===== config.mk =====
export PLATFORM = sky130hd
export DESIGN_NAME = cdb_arbiter_flat
export DESIGN_NICKNAME = d
export VERILOG_FILES = /design/src/rtl/cdb_arbiter_pkg.sv /design/src/rtl/cdb_arbiter_if.sv /design/src/rtl/cdb_arbiter_rr.sv /design/src/rtl/cdb_arbiter.sv /design/src/flat_wrapper.sv
export SDC_FILE = /design/constraint.sdc
export NUM_CORES = 1
export LEC_CHECK = 0
export CAP_MARGIN = 20
export CORE_ASPECT_RATIO = 0.9
export CORE_UTILIZATION = 36
export DETAILED_ROUTE_END_ITERATION = 12
export GPL_ROUTABILITY_DRIVEN = 0
export PLACE_DENSITY = 0.78
export SETUP_SLACK_MARGIN = 0.1
export SLEW_MARGIN = 30
export SYNTH_ARGS = -nofsm -noshare
export SYNTH_HDL_FRONTEND = slang
export SYNTH_SLANG_ARGS = --single-unit

===== constraint.sdc =====
create_clock -name clock -period 2.5 [get_ports clock]
set_clock_uncertainty 0.1 [all_clocks]
set_input_delay 0.5 -clock clock [delete_from_list [all_inputs] [get_ports clock]]
set_output_delay 0.5 -clock clock [all_outputs]
set_load 0.01 [all_outputs]

===== src/rtl/cdb_arbiter_pkg.sv =====
// Shared CDB definitions: default bus geometry and the broadcast message type
// used by the arbiter, the functional units and the reservation stations.
package cdb_pkg;

  localparam int CDB_N_UNITS = 4;
  localparam int CDB_DATA_W  = 32;
  localparam int CDB_TAG_W   = 6;

  typedef struct packed {
    logic                  valid;
    logic [CDB_TAG_W-1:0]  source;
    logic [CDB_DATA_W-1:0] data;
  } cdb_msg_t;

  function automatic int unsigned wrap_inc(input int unsigned idx, input int unsigned n);
    return (idx + 1 >= n) ? 0 : idx + 1;
  endfunction

endpackage


===== src/rtl/cdb_arbiter_if.sv =====
// Functional-unit request/grant signals and the registered CDB broadcast.
// The master side is the arbiter; the slave side is the units plus the downstream consumer.
interface cdb_arbiter_if #(
  parameter int N_UNITS = 4,
  parameter int DATA_W  = 32,
  parameter int TAG_W   = 6
);

  logic [N_UNITS-1:0]             unit_rts;
  logic [N_UNITS-1:0][DATA_W-1:0] unit_data;
  logic [N_UNITS-1:0][TAG_W-1:0]  unit_source;
  logic [N_UNITS-1:0]             unit_write;
  logic                           cdb_hold;
  logic [N_UNITS-1:0]             unit_xmit;
  logic [DATA_W-1:0]              cdb_data;
  logic [TAG_W-1:0]               cdb_source;
  logic                           cdb_valid;

  modport master (
    input  unit_rts, unit_data, unit_source, unit_write, cdb_hold,
    output unit_xmit, cdb_data, cdb_source, cdb_valid
  );

  modport slave (
    output unit_rts, unit_data, unit_source, unit_write, cdb_hold,
    input  unit_xmit, cdb_data, cdb_source, cdb_valid
  );

endinterface


===== src/rtl/cdb_arbiter_rr.sv =====
// Combinational round-robin picker: rotate the request vector so ptr sits at
// bit 0, take the lowest set bit, then rotate the winner back to unit numbering.
module rr_arbiter #(
  parameter  int N  = 4,
  localparam int IW = $clog2(N)
) (
  input  logic [N-1:0]  req,
  input  logic [IW-1:0] ptr,
  output logic [N-1:0]  grant,
  output logic [IW-1:0] grant_idx,
  output logic          any
);

  logic [N-1:0]  rot;
  logic [IW-1:0] rot_idx;

  always_comb begin
    rot = '0;
    for (int j = 0; j < N; j++) begin
      rot[j] = req[(int'(ptr) + j) % N];
    end
  end

  // Scan high to low so the lowest set bit is the last one written.
  always_comb begin
    rot_idx = '0;
    for (int j = N - 1; j >= 0; j--) begin
      if (rot[j]) rot_idx = IW'(j);
    end
  end

  always_comb begin
    any       = |req;
    grant_idx = IW'((int'(rot_idx) + int'(ptr)) % N);
    grant     = '0;
    if (any) grant[grant_idx] = 1'b1;
  end

endmodule


===== src/rtl/cdb_arbiter.sv =====
// CDB arbiter: round-robin grant of one functional unit per cycle, registered
// broadcast of the granted unit's result, and a sticky protocol-error flag.
module cdb_arbiter
  import cdb_pkg::*;
#(
  parameter  int N_UNITS = CDB_N_UNITS,
  parameter  int DATA_W  = CDB_DATA_W,
  parameter  int TAG_W   = CDB_TAG_W,
  localparam int IW      = $clog2(N_UNITS)
) (
  input  logic          clock,
  input  logic          reset,
  cdb_arbiter_if.master bus,
  output logic          error,
  output logic [IW-1:0] error_unit
);

  logic [IW-1:0]      ptr;
  logic [N_UNITS-1:0] elig;
  logic [N_UNITS-1:0] win;
  logic [IW-1:0]      win_idx;
  logic               win_any;
  logic [IW-1:0]      grant_idx;
  logic [N_UNITS-1:0] viol;
  logic [IW-1:0]      viol_idx;

  // A unit holding the grant this cycle sits out the next pick.
  assign elig = bus.unit_rts & ~bus.unit_xmit;

  rr_arbiter #(.N(N_UNITS)) u_rr (
    .req       (elig),
    .ptr       (ptr),
    .grant     (win),
    .grant_idx (win_idx),
    .any       (win_any)
  );

  always_comb begin
    grant_idx = '0;
    for (int i = 0; i < N_UNITS; i++) begin
      if (bus.unit_xmit[i]) grant_idx = IW'(i);
    end
  end

  // Grant without write and write without grant both reduce to xmit != write.
  assign viol = bus.unit_xmit ^ bus.unit_write;

  always_comb begin
    viol_idx = '0;
    for (int i = N_UNITS - 1; i >= 0; i--) begin
      if (viol[i]) viol_idx = IW'(i);
    end
  end

  always_ff @(posedge clock) begin
    if (reset) begin
      ptr            <= '0;
      bus.unit_xmit  <= '0;
      bus.cdb_data   <= '0;
      bus.cdb_source <= '0;
      bus.cdb_valid  <= 1'b0;
      error          <= 1'b0;
      error_unit     <= '0;
    end else begin
      if (!bus.cdb_hold && win_any) begin
        bus.unit_xmit <= win;
        ptr           <= IW'(wrap_inc(32'(win_idx), N_UNITS));
      end else begin
        bus.unit_xmit <= '0;
      end

      if (|bus.unit_xmit) begin
        bus.cdb_data   <= bus.unit_data[grant_idx];
        bus.cdb_source <= bus.unit_source[grant_idx];
        bus.cdb_valid  <= bus.unit_write[grant_idx];
      end else begin
        bus.cdb_valid  <= 1'b0;
      end

      if (!error && (|viol)) begin
        error      <= 1'b1;
        error_unit <= viol_idx;
      end
    end
  end

endmodule


===== src/flat_wrapper.sv =====
// flat-port wrapper written by rule: the top's interface ports become plain ports
module cdb_arbiter_flat import cdb_pkg::*;
#(
  parameter  int N_UNITS = CDB_N_UNITS,
  parameter  int DATA_W  = CDB_DATA_W,
  parameter  int TAG_W   = CDB_TAG_W,
  localparam int IW      = $clog2(N_UNITS)
)
  (clock, reset, error, error_unit, bus_unit_rts, bus_unit_data, bus_unit_source, bus_unit_write, bus_cdb_hold, bus_unit_xmit, bus_cdb_data, bus_cdb_source, bus_cdb_valid);
  cdb_arbiter_if #(.N_UNITS(N_UNITS), .DATA_W(DATA_W), .TAG_W(TAG_W)) bus_i ();
  input  logic clock;
  input  logic reset;
  output logic error;
  output logic [IW-1:0] error_unit;
  input wire logic [$bits(bus_i.unit_rts)-1:0] bus_unit_rts;
  input wire logic [$bits(bus_i.unit_data)-1:0] bus_unit_data;
  input wire logic [$bits(bus_i.unit_source)-1:0] bus_unit_source;
  input wire logic [$bits(bus_i.unit_write)-1:0] bus_unit_write;
  input wire logic [$bits(bus_i.cdb_hold)-1:0] bus_cdb_hold;
  output wire logic [$bits(bus_i.unit_xmit)-1:0] bus_unit_xmit;
  output wire logic [$bits(bus_i.cdb_data)-1:0] bus_cdb_data;
  output wire logic [$bits(bus_i.cdb_source)-1:0] bus_cdb_source;
  output wire logic [$bits(bus_i.cdb_valid)-1:0] bus_cdb_valid;
  assign bus_i.unit_rts = bus_unit_rts;
  assign bus_i.unit_data = bus_unit_data;
  assign bus_i.unit_source = bus_unit_source;
  assign bus_i.unit_write = bus_unit_write;
  assign bus_i.cdb_hold = bus_cdb_hold;
  assign bus_unit_xmit = bus_i.unit_xmit;
  assign bus_cdb_data = bus_i.cdb_data;
  assign bus_cdb_source = bus_i.cdb_source;
  assign bus_cdb_valid = bus_i.cdb_valid;
  cdb_arbiter #(.N_UNITS(N_UNITS), .DATA_W(DATA_W), .TAG_W(TAG_W)) u_core (.clock(clock), .reset(reset), .bus(bus_i), .error(error), .error_unit(error_unit));
endmodule

==> summary.txt, run 1 <==
Synthesized area: 0.00312 mm2
Final hold vios: 0
Largest net degree at the start of global routing: 74
Critical Path AT: 2.45 ns
Switching power: 1.59 mW
Worst slew margin: 0.562
Setup violators final: 0
Largest delay contributor family on the critical path: compound AO/OA/AOI/OAI gates
Switch share: 0.370
CTS H-tree lvls: 2
Fraction of synthesized area in multiplexers: 0.269
Number of I/O port buffers: 208
Tightest Pin Transition: 0.656 ns
Initial Utilization: 0.379
Yosys top cell by area: dfxtp_1
Startpoint types: input port
Syn avg cell area: 8.25 um2
Period utilisation layout: 0.932
Tmin final: 2.33 ns
I/O Pins: 209
First-pass GRT wire length: 16900 um
Max Root-Sink Buffers: 2
Hpwl dp: 8280 um
Hold_buf cts: 0
Total CTS buffers: 5
Number of DRC markers in iteration 0: 186
Worst Hold Class: register to register
Antenna violations before repair: 0
Adder-cell share of the synthesized area: 0.0120
Synth warnings: 0
Crit path kind: input port to register
Fillers: 709
Layout cell share with drive strength beyond 1: 0.138
Status: finished, final reports clean
Commonest cells after routing, fill and taps aside: clkdlybuf4s50_1, o21ai_1, dfxtp_1, nor2_1
Peak fanout along the critical path: 5
Syn Nets: 544
Synth top area share: 0.308
Clock root buffer: clkbuf_8
WL per Instance: 15.8 um
Vias in the first global route: 3515
Synth Area in XOR/XNOR: 0.0168
Tot Pwr: 4.29 mW
Total track usage: 0.232
CP endpoint kind: register
Post-Layout Cell Count: 693
Unrepaired setup endpoints after global routing: no
Pint: 2.70 mW
Synth-to-Final Area Change: 77.4%
CP Cell Sequence: dlygate4sd2_1 -> nor2b_4 -> buf_4 -> a2111o_1 -> o211ai_1 -> ha_2 -> xor2_1 -> ha_1 -> a211oi_2
Die height: 90.3 um
Detail Route Antenna Nets: 0
Clk pwr share: 0.132
Simple-gate share of the synthesized area: 0.0927
Ant diodes: 0
Largest family of logic cells by synthesized area: multiplexers
CP bufs+invs: 2
WL final: 10900 um
Pins Over Slew Limit: 0
Area of the multi-input gates: 0.00204 mm2
Congestion Overflow GR: 0
Via density per instance: 5.12
Req. time, crit path: 2.62 ns
Via total after detailed routing: 3551
Area of the die: 0.00904 mm2
TritonCTS clock tree: built
Cell Rows: 31
Seq pwr share: 0.285
Seq/Total Area, Yosys: 0.308
Slowest cell on crit path: a2111o_1
Synth Area in Compound Gates: 0.241
Most common cell after layout, fill and taps aside: clkdlybuf4s50_1
Hold Slack: 0.380 ns
Placed cell count: 684
Clock Latency Late Sink: 0.29 ns
Pre-Repair DR Iteration Count: 4
Max-Cap Viols: 0
Clock slew at reported path FFs: 0.09 ns
Post-Synthesis Cells: 378
Leak: 2.02 nW
Nets: 743
Top cells by area, synth: dfxtp_1, mux2_2, mux2i_1, o21ai_1, a21oi_1
Flops & latches, synth: 48
Logic pwr share: 0.582
P per Cell Area: 775 mW/mm2
Crit-path max cell delay: 0.37 ns
Core box area: 0.00822 mm2
Highest Clock Rate: 429 MHz
# DRC: 0
Storage cell area: 965 um2
Max VDD drop: 429 uV
Chip width: 100 um
Clk sinks: 48
Post-synth cell types: 34
## area by class of cell
cell class,count,area share
Timing Repair Buffer,226,0.406
Multi-Input combinational cell,291,0.369
Sequential cell,48,0.174
Tap cell,115,0.0260
Clock buffer,5,0.0124
Clock inverter,3,0.00837
Inverter,5,0.00339
## timing repair
item | 4_1_cts | 5_1_grt
setup endpoints to repair | 1 | 6
pin swaps | 3 | 5
setup buffers | 1 | 0
resized for setup | 7 | 12
## flip-flops by register name, indices dropped and copies added (netlist names)
signal and flops:
u_core.ptr 2, u_core.bus.unit_xmit 4, u_core.error_unit 2, u_core.error 1, u_core.bus.cdb_data 32, u_core.bus.cdb_source 6, u_core.bus.cdb_valid 1
## kinds of logic after synthesis
logic type | count (synthesis)
AO/OA/AOI/OAI | 138
multiplexers | 79
AND/OR/NAND/NOR | 65
flip-flops | 48
buffers and inverters | 39
XOR/XNOR | 6
adder cells (fa/ha/maj) | 3
## cells in the mapped netlist (all sizes together)
library cell / count
a21oi: 41
nand2b: 4
a311oi: 2
nor2b: 3
xnor2: 1
xor2: 5
dfxtp: 48
nand3b: 1
o2111ai: 1
nand2: 3
ha: 3
a2111oi: 1
inv: 5
a2111o: 1
a221o: 1
a41oi: 1
o21ai: 80
mux2: 38
buf: 22
nor4: 2
and2: 1
mux2i: 41
or4: 2
nand3: 2
clkbuf: 12
a211oi: 6
o211ai: 4
nor2: 44
and2b: 1
nor3: 2
## metrics by stage
| step | setup WS, ns | TNS, ns | area [um2] | utilization |
|---|---|---|---|---|
| after detailed placement | -0.295 | -0.868 | 5330 | 0.649 |
| after CTS | 0.112 | 0 | 5480 | 0.666 |
| after floorplan | 0.196 | 0 | 3120 | - |
| after global placement | -0.182 | -0.243 | 5330 | 0.649 |
| final | 0.169 | 0 | 5530 | 0.673 |
| after global routing | 0.0766 | 0 | 5530 | 0.673 |
## power groups by stage
stage | Combinational, mW | Clock (mW) | Sequential, mW
finish | 2.50 | 0.567 | 1.22
global route | 2.73 | 0.616 | 1.27
CTS | 2.49 | 0.585 | 1.22
detailed placement | 2.45 | 0 | 1.23
global placement | 2.41 | 0 | 1.23
floorplan | 1.22 | 0 | 1.33
## worst min-delay path: stages (launching register included)
cell and delay [ns]:
dfxtp_1 0.33, inv_1 0.05, a211oi_1 0.05
## routing by layer
layer / global-route usage / up-vias / wire, um
met5: 0 / - / 0
met4: 0.0568 / 0 / 138
met3: 0.0588 / 12 / 943
met2: 0.442 / 150 / 5750
met1: 0.251 / 1621 / 4090
li1: - / 1768 / -
## path summary, 6_finish.rpt
check | slack, ns | to | cells past startpoint | startpoint
setup / recovery | 0.17 | u_core.ptr[1]$_SDFFE_PP0P_ | 9 | bus_unit_rts[2]
hold / removal | 0.38 | u_core.error_unit[1]$_SDFFE_PP0P_ | 2 | u_core.error_unit[1]$_SDFFE_PP0P_
setup reg to reg | 0.21 | u_core.ptr[1]$_SDFFE_PP0P_ | 8 | u_core.bus.unit_xmit[0]$_SDFF_PP0_
hold reg to reg | 0.38 | u_core.error_unit[1]$_SDFFE_PP0P_ | 2 | u_core.error_unit[1]$_SDFFE_PP0P_
Note: power is estimated with default switching activity, not from simulation.
==> run 2, diff against run 1 <==
- SETUP_SLACK_MARGIN: 0.1 -> default
==> run 2 against run 1 <==
  * Non-clock buffer count stayed put
  * Combinational power hardly changed
  * Utilization is 0.46 points lower
  * Sequential share of layout area is 0.12 points higher
  * Critical path depth stayed put
  * Sequential power hardly changed
  * Via count is 0.31% higher
  * Power is 0.29% lower
  * Wire length is 0.63% lower
  * Setup slack worse by 0.11 ns
  * Largest cell class unchanged
==> summary.txt, run 2 (same netlist as run 1, synthesis figures left out) <==
Max-Cap Viols: 0 (unchanged)
Unrepaired setup endpoints after global routing: no (unchanged)
Slowest cell on crit path: clkdlybuf4s50_1 (was a2111o_1)
Initial Utilization: 0.379 (unchanged)
Peak fanout along the critical path: 5 (unchanged)
Period utilisation layout: 0.978 (was 0.932)
Crit-path max cell delay: 0.44 ns (was 0.37 ns)
Max Root-Sink Buffers: 2 (unchanged)
Area of the die: 0.00904 mm2 (unchanged)
Number of DRC markers in iteration 0: 181 (was 186)
Ant diodes: 0 (unchanged)
Req. time, crit path: 2.62 ns (about the same)
WL final: 10900 um (about the same)
Total track usage: 0.231 (was 0.232)
I/O Pins: 209 (unchanged)
Fillers: 713 (was 709)
Total CTS buffers: 5 (unchanged)
Commonest cells after routing, fill and taps aside: clkdlybuf4s50_1, o21ai_1, dfxtp_1, nor2_1 (unchanged)
Pre-Repair DR Iteration Count: 4 (unchanged)
Highest Clock Rate: 409 MHz (was 429 MHz)
Tmin final: 2.45 ns (was 2.33 ns)
Worst Hold Class: register to register (unchanged)
Antenna violations before repair: 0 (unchanged)
CP endpoint kind: register (unchanged)
Tightest Pin Transition: 0.655 ns (was 0.656 ns)
Core box area: 0.00822 mm2 (unchanged)
Fin area: 0.00550 mm2 (was 0.00553 mm2)
CP Cell Sequence: clkdlybuf4s50_1 -> nor2b_4 -> buf_6 -> a311oi_1 -> o211ai_1 -> ha_2 -> inv_1 -> ha_1 -> a211oi_2 (was dlygate4sd2_1 -> nor2b_4 -> buf_4 -> a2111o_1 -> o211ai_1 -> ha_2 -> xor2_1 -> ha_1 -> a211oi_2)
Largest registers: u_core.bus.cdb_data: 32 flops, u_core.bus.cdb_source: 6 flops, u_core.bus.unit_xmit: 4 flops (unchanged)
Biggest register: u_core.bus.cdb_data (unchanged)
Startpoint types: input port (unchanged)
Hold Slack: 0.380 ns (about the same)
Worst R2R Setup Slack: 0.22 ns (was 0.21 ns)
Worst slew margin: 0.563 (was 0.562)
Via total after detailed routing: 3562 (was 3551)
Most common cell after layout, fill and taps aside: clkdlybuf4s50_1 (unchanged)
Clk sinks: 48 (unchanged)
Final core occ: 0.668 (was 0.673)
Setup_tns: 0 ns (unchanged)
Final hold vios: 0 (unchanged)
Synth-to-Final Area Change: 76.2% (was 77.4%)
# DRC: 0 (unchanged)
Crit path setup slack, layout: 0.0547 ns (was 0.169 ns)
Placement Setup Slack: -0.295 ns (unchanged)
Clock Latency Late Sink: 0.29 ns (about the same)
Chip width: 100 um (unchanged)
Hpwl dp: 8280 um (unchanged)
Largest net degree at the start of global routing: 74 (unchanged)
Die height: 90.3 um (unchanged)
CTS H-tree lvls: 2 (unchanged)
Layout cell share with drive strength beyond 1: 0.135 (was 0.138)
Status: finished, final reports clean (unchanged)
Tot Pwr: 4.28 mW (was 4.29 mW)
Clock slew at reported path FFs: 0.09 ns (about the same)
Detail Route Antenna Nets: 0 (unchanged)
Leak: 1.98 nW (was 2.02 nW)
WL per Instance: 15.7 um (was 15.8 um)
Placed instance area: 0.00533 mm2 (unchanged)
First-pass GRT wire length: 16900 um (about the same)
Nets: 743 (unchanged)
Post-Layout Cell Count: 693 (unchanged)
Clock root buffer: clkbuf_8 (unchanged)
Crit path kind: input port to register (unchanged)
TritonCTS clock tree: built (unchanged)
Pins Over Slew Limit: 0 (unchanged)
Critical Path AT: 2.57 ns (was 2.45 ns)
Vias in the first global route: 3510 (was 3515)
P per Cell Area: 778 mW/mm2 (was 775 mW/mm2)
Placed cell count: 684 (unchanged)
Number of I/O port buffers: 208 (unchanged)
Via density per instance: 5.14 (was 5.12)
Max VDD drop: 429 uV (about the same)
Setup violators final: 0 (unchanged)
Cell Rows: 31 (unchanged)
Max reg flops: 32 (unchanged)
Congestion Overflow GR: 0 (unchanged)
run 2: worst paths after layout:
kind,from,endpoint,depth (start not counted)
worst max-delay path,bus_unit_rts[0],u_core.ptr[1]$_SDFFE_PP0P_,9
worst min-delay path,u_core.error_unit[1]$_SDFFE_PP0P_,u_core.error_unit[1]$_SDFFE_PP0P_,2
worst max register to register,u_core.bus.unit_xmit[0]$_SDFF_PP0_,u_core.ptr[1]$_SDFFE_PP0P_,8
worst min register to register,u_core.error_unit[1]$_SDFFE_PP0P_,u_core.error_unit[1]$_SDFFE_PP0P_,2
run 2: power breakdown:
group | leakage (nW) | internal (mW) | switching, mW
combinational | 1.53 | 1.35 | 1.14
sequential | 0.397 | 1.05 | 0.173
clock | 0.0548 | 0.302 | 0.267
run 2: critical path: cells and delay by family:
kind / cells / cell delay, ns
simple gates: 1 / 0.15
compound gates: 3 / 0.58
fa+ha+maj: 2 / 0.68
buf+inv: 3 / 0.64
run 2: cell type report:
type | instances | area [um2] | area share
Sequential cell | 48 | 965 | 0.176
Inverter | 5 | 18.8 | 0.00342
Tap cell | 115 | 144 | 0.0262
Clock inverter | 3 | 46.3 | 0.00842
Timing Repair Buffer | 226 | 2240 | 0.408
Multi-Input combinational cell | 291 | 2010 | 0.366
Clock buffer | 5 | 68.8 | 0.0125
run 2: repair_timing:
action,4_1_cts,5_1_grt
buffers inserted,1,0
resized for setup,3,8
endpoints found under the setup margin,1,4
pin swaps,1,5
hold buffers,0,0
run 2: layer usage:
layer	vias to the layer above	routed length, um	track usage
li1	1763	-	-
met1	1624	4020	0.250
met2	160	5700	0.441
met3	15	986	0.0588
met4	0	143	0.0568
met5	-	0	0
